**src/rtl/sevseg_scan_n_if.sv**
```systemverilog
// Bundle of snapshot inputs and display drive outputs for sevseg_scan_n.
// master: digits/blank/dp/brightness out, seg/dp_n/an/frame_start in; slave opposite.
interface sevseg_scan_n_if #(
  parameter int NDIG = 4
);
  logic [4*NDIG-1:0] digits;
  logic [NDIG-1:0]   blank;
  logic [NDIG-1:0]   dp;
  logic [3:0]        brightness;
  logic [6:0]        seg;
  logic              dp_n;
  logic [NDIG-1:0]   an;
  logic              frame_start;

  modport master (
    output digits, blank, dp, brightness,
    input  seg, dp_n, an, frame_start
  );

  modport slave (
    input  digits, blank, dp, brightness,
    output seg, dp_n, an, frame_start
  );
endinterface

```
**src/rtl/sevseg_scan_n.sv**
```systemverilog
// Multiplexed common-anode 7-segment scanner with frame snapshot and PWM.
// Ports: clk, reset (sync, active-high), bus (slave). Option: SEVSEG_LZS_EN.
module sevseg_scan_n #(
  parameter int NDIG    = 4,
  parameter int DIVBITS = 18
) (
  input logic        clk,
  input logic        reset,
  sevseg_scan_n_if.slave bus
);

  localparam int IW = (NDIG > 1) ? $clog2(NDIG) : 1;
  localparam logic [IW-1:0] LAST = IW'(NDIG - 1);

  logic [DIVBITS-1:0] div;
  logic [IW-1:0]      idx;
  logic               wrap;
  logic               load;

  logic [3:0]      sh_dig [NDIG];
  logic [NDIG-1:0] sh_blank;
  logic [NDIG-1:0] sh_dp;
  logic [3:0]      sh_bright;

  logic [NDIG-1:0] dark;
  logic [3:0]      phase;
  logic            lit;

  logic [NDIG-1:0] an_d;
  logic [6:0]      seg_d;
  logic            dpn_d;

  assign wrap  = &div;
  assign load  = wrap && (idx == LAST);
  assign phase = div[DIVBITS-1 -: 4];

  function automatic logic [6:0] dec(
    input logic [3:0] nib
  );
    logic [6:0] s;
    unique case (nib)
      4'h0: s = 7'h40;
      4'h1: s = 7'h79;
      4'h2: s = 7'h24;
      4'h3: s = 7'h30;
      4'h4: s = 7'h19;
      4'h5: s = 7'h12;
      4'h6: s = 7'h02;
      4'h7: s = 7'h78;
      4'h8: s = 7'h00;
      4'h9: s = 7'h10;
      4'hA: s = 7'h08;
      4'hB: s = 7'h03;
      4'hC: s = 7'h46;
      4'hD: s = 7'h21;
      4'hE: s = 7'h06;
      default: s = 7'h0E;
    endcase
    return s;
  endfunction

  always_ff @(posedge clk) begin
    if (reset) begin
      div <= '0;
      idx <= '0;
    end else begin
      div <= div + DIVBITS'(1);
      if (wrap) begin
        idx <= (idx == LAST) ? '0 : idx + IW'(1);
      end
    end
  end

  always_ff @(posedge clk) begin
    if (reset) begin
      for (int i = 0; i < NDIG; i++) begin
        sh_dig[i] <= '0;
      end
      sh_blank  <= '1;
      sh_dp     <= '0;
      sh_bright <= '0;
    end else if (load) begin
      for (int i = 0; i < NDIG; i++) begin
        sh_dig[i] <= bus.digits[4*i +: 4];
      end
      sh_blank  <= bus.blank;
      sh_dp     <= bus.dp;
      sh_bright <= bus.brightness;
    end
  end

`ifdef SEVSEG_LZS_EN
  // A digit is a leading zero when it and every digit above it
  // are zero with no decimal point; digit 0 always shows.
  logic [NDIG-1:0] sup;

  always_comb begin
    logic zrun;
    sup  = '0;
    zrun = 1'b1;
    for (int i = NDIG - 1; i >= 1; i--) begin
      zrun   = zrun & (sh_dig[i] == 4'h0) & ~sh_dp[i];
      sup[i] = zrun;
    end
  end

  assign dark = sh_blank | sup;
`else
  assign dark = sh_blank;
`endif

  assign lit = (phase <= sh_bright) && !dark[idx];

  always_comb begin
    an_d  = '1;
    seg_d = 7'h7F;
    dpn_d = 1'b1;
    if (lit) begin
      an_d[idx] = 1'b0;
      seg_d     = dec(sh_dig[idx]);
      dpn_d     = ~sh_dp[idx];
    end
  end

  always_ff @(posedge clk) begin
    if (reset) begin
      bus.an          <= '1;
      bus.seg         <= 7'h7F;
      bus.dp_n        <= 1'b1;
      bus.frame_start <= 1'b0;
    end else begin
      bus.an          <= an_d;
      bus.seg         <= seg_d;
      bus.dp_n        <= dpn_d;
      bus.frame_start <= load;
    end
  end

endmodule
```
**src/flat_wrapper.sv**
```systemverilog
// flat-port wrapper written by rule: the top's interface ports become plain ports
module sevseg_scan_n_flat 
#(
  parameter int NDIG    = 4,
  parameter int DIVBITS = 18
)
  (clk, reset, bus_digits, bus_blank, bus_dp, bus_brightness, bus_seg, bus_dp_n, bus_an, bus_frame_start);
  sevseg_scan_n_if #(.NDIG(NDIG)) bus_i ();
  input logic clk;
  input logic reset;
  input wire logic [$bits(bus_i.digits)-1:0] bus_digits;
  input wire logic [$bits(bus_i.blank)-1:0] bus_blank;
  input wire logic [$bits(bus_i.dp)-1:0] bus_dp;
  input wire logic [$bits(bus_i.brightness)-1:0] bus_brightness;
  output wire logic [$bits(bus_i.seg)-1:0] bus_seg;
  output wire logic [$bits(bus_i.dp_n)-1:0] bus_dp_n;
  output wire logic [$bits(bus_i.an)-1:0] bus_an;
  output wire logic [$bits(bus_i.frame_start)-1:0] bus_frame_start;
  assign bus_i.digits = bus_digits;
  assign bus_i.blank = bus_blank;
  assign bus_i.dp = bus_dp;
  assign bus_i.brightness = bus_brightness;
  assign bus_seg = bus_i.seg;
  assign bus_dp_n = bus_i.dp_n;
  assign bus_an = bus_i.an;
  assign bus_frame_start = bus_i.frame_start;
  sevseg_scan_n #(.NDIG(NDIG), .DIVBITS(DIVBITS)) u_core (.clk(clk), .reset(reset), .bus(bus_i));
endmodule
```
**config.mk**
```make
export PLATFORM = sky130hd
export DESIGN_NAME = sevseg_scan_n_flat
export DESIGN_NICKNAME = d
export VERILOG_FILES = /design/src/rtl/sevseg_scan_n_if.sv /design/src/rtl/sevseg_scan_n.sv /design/src/flat_wrapper.sv
export SDC_FILE = /design/constraint.sdc
export NUM_CORES = 1
export LEC_CHECK = 0
export CAP_MARGIN = 20
export CORE_ASPECT_RATIO = 0.5
export CORE_UTILIZATION = 54
export CTS_CLUSTER_DIAMETER = 120
export DETAILED_ROUTE_END_ITERATION = 6
export GPL_ROUTABILITY_DRIVEN = 1
export PLACE_DENSITY = 0.83
export SYNTH_ARGS = -nofsm -noshare
export SYNTH_HDL_FRONTEND = slang
export SYNTH_SLANG_ARGS = --single-unit
```
**constraint.sdc**
```tcl
create_clock -name clk -period 2.5 [get_ports clk]
set_input_delay 0.375 -clock clk [delete_from_list [all_inputs] [get_ports clk]]
set_output_delay 0.375 -clock clk [all_outputs]
set_load 0.01 [all_outputs]
```
==> run metrics <==
status=completed; Crit. End Element=flip-flop; Die W=105 µm; most frequent cell after synthesis=dfxtp_1; Tot GR Track Use=0.211; fin worst setup slack=451 ps; Worst-Skew Late Latency=340 ps; setup tns final=0 ps; IO Pins=43; Post-DP Area=0.00337 mm²; First-pass DRT Iterations=4; WS Path Type=reg2reg; Mapped Nets=321; area leader, netlist=dfxtp_1; synth unique cells=35; final WL=5.27 mm; CTS Hold Bufs=0; Routed Antenna Nets=0; DRT iter0 DRCs=56; Final period util=0.819; clk_skew=10.1 ps; Startpoint Class=flip-flop; # placed instances=382; min Tclk post-route=2050 ps; diode count=0; Hold Path Class=reg2reg; Hold Crit Start=u_core.div[0]; YS warnings=0; fraction of layout cells with a size suffix above 1=0.0884; final hold vios=0; Net count, final=368; FF+latch count, synth=63; Synth top area share=0.326; vias in the first global route=2,029; largest net degree at the start of global routing=27; Comb power frac=0.055; GP Congestion=0.796; total CTS buffers=9; Reg power frac=0.547; post_cts resized=0; synth cell count leaders=47 x dfxtp_1, 38 x nor2_1, 18 x mux2i_1; FFs w/ async S/R, synth=0; FILL cells=361; Clk pwr share=0.398; routed vias/inst=5.16; fin. max-slew vios=0; RSZ-0062 raised after global routing=no; # setup viols final=0; worst slew pin tran=510 ps; Post-Syn Area=0.00289 mm²; Rel. slew slack=0.657; final hold slack=486 ps; Static Leak=1.39 nW; initial cell density of the core=0.575; number of synthesized flops with an enable pin=16; synthesized instance count=276; first-pass GRT wire length=8.89 mm; MaxCap Viol Count=0; Sw Share=0.212; CP max FO=9; Core Region=0.00502 mm²; num rows=18; Int Pwr=1.53 mW; Clock Path Buffers=2; Req. time, crit path=2730 ps; sequential area share after synthesis=0.492; Die Area=0.00566 mm²; clk sinks=63; vias post-DR=2,054; synth top area cells=dfxtp_1 33%, edfxtp_1 17%, ha_1 6.5%; fin cells=398; Post-DP HPWL=3.78 mm; CTS tree=done; Root Buffer=clkbuf_8; DRC=0; WL/cell=13.2 µm; Setup Fix Bufs, Post-CTS=0; clock slew at reported path FFs=70 ps; VDD IR max=0.458 mV; PwrDens=550 mW/mm²; CTS HTree Levels=3; Die Span Y=53.7 µm; switching power total=413 µW; Port Buffer Count=42; Synth Flop Type=dfxtp_1; Core Util, Final=0.705; Syn Area/Cell=10.5 µm²; WP data arrival=2280 ps; dpl ws=490 ps; antenna violations before repair=0; maximum clock rate=488 MHz; post-layout total power=1.95 mW; GRT Residual Overflow=0; fin area=0.00354 mm²; area growth from synthesis to layout=22.6%
-- power by group through the flow --
stage | sequential (mW) | combinational, mW | clock (mW)
final | 1.06 | 0.107 | 0.775
after detailed placement | 1.09 | 0.106 | 0
after global routing | 1.07 | 0.117 | 0.833
after global placement | 1.08 | 0.103 | 0
after floorplan | 1.08 | 0.0473 | 0
after CTS | 1.06 | 0.107 | 0.785
-- flip-flops by register name, summed over array words and instances (netlist names), named ones only --
name                    cells
u_core.sh_dp                4
u_core.bus.an               4
u_core.sh_dig              16
u_core.idx                  2
u_core.bus.frame_start      1
u_core.bus.seg              7
u_core.bus.dp_n             1
u_core.dark                 4
u_core.div                 18
u_core.sh_bright            4
-- cell families (layout without fill, tap and decap cells) --
logic type / after synthesis / in the layout / synth area share
and+or+nand+nor: 110 / 110 / 0.194
buffers and inverters: 24 / 76 / 0.0403
muxes: 26 / 26 / 0.113
adders and majority gates: 15 / 15 / 0.0650
xor gates and xnor gates: 16 / 16 / 0.0485
DFF: 63 / 63 / 0.492
AOI/OAI and AO/OA: 22 / 22 / 0.0464
-- path summary, 6_finish.rpt --
path / endpoint / cells past startpoint / slack, ps
worst min register to register: u_core.div[0] / 1 / 490
worst min-delay path: u_core.div[0] / 1 / 490
worst max register to register: u_core.bus.seg[3] / 7 / 450
worst max-delay path: u_core.bus.seg[3] / 7 / 450
-- metal layers --
metal | up-vias | global-route usage | share of wire
met5 | - | 0 | 0
met3 | 8 | 0.0738 | 0.030
met4 | 0 | 0.0869 | 0.015
li1 | 1045 | - | -
met2 | 28 | 0.396 | 0.52
met1 | 973 | 0.228 | 0.44
-- worst max-delay path, stage by stage (launching register included) --
cell and delay, ps:
dfxtp_1 620, mux4_2 400, inv_1 110, ha_1 310
nor2_1 50, a211oi_1 240, a21oi_1 60, nand2b_1 140
-- cells in the final DEF, fill, tap and decap left out, drive strengths merged --
cell,instances
and4,2
edfxtp,16
a22oi,1
o22a,1
nor2,39
clkinv,1
a21oi,10
dfxtp,47
xor2,6
mux2,3
mux2i,18
or3,4
inv,12
o22ai,1
buf,6
o21ai,4
mux4,5
o221ai,1
nor2b,1
a211o,2
clkbuf,15
and3,2
ha,15
nand2b,2
nand2,17
xnor2,10
and2,17
nand4,5
clkdlybuf4s50,42
nor3,11
a211oi,2
nand3,10
-- final cells by class --
class / count / area, µm² / share of cell area
Sequential cell: 63 / 1420 / 0.402
Multi-Input combinational cell: 189 / 1350 / 0.381
Timing Repair Buffer: 48 / 465 / 0.131
Clock buffer: 15 / 166 / 0.0470
Tap cell: 70 / 87.6 / 0.0247
Inverter: 12 / 45.0 / 0.0127
Clock inverter: 1 / 5.00 / 0.00141
Note: power is estimated with default switching activity, not from simulation.
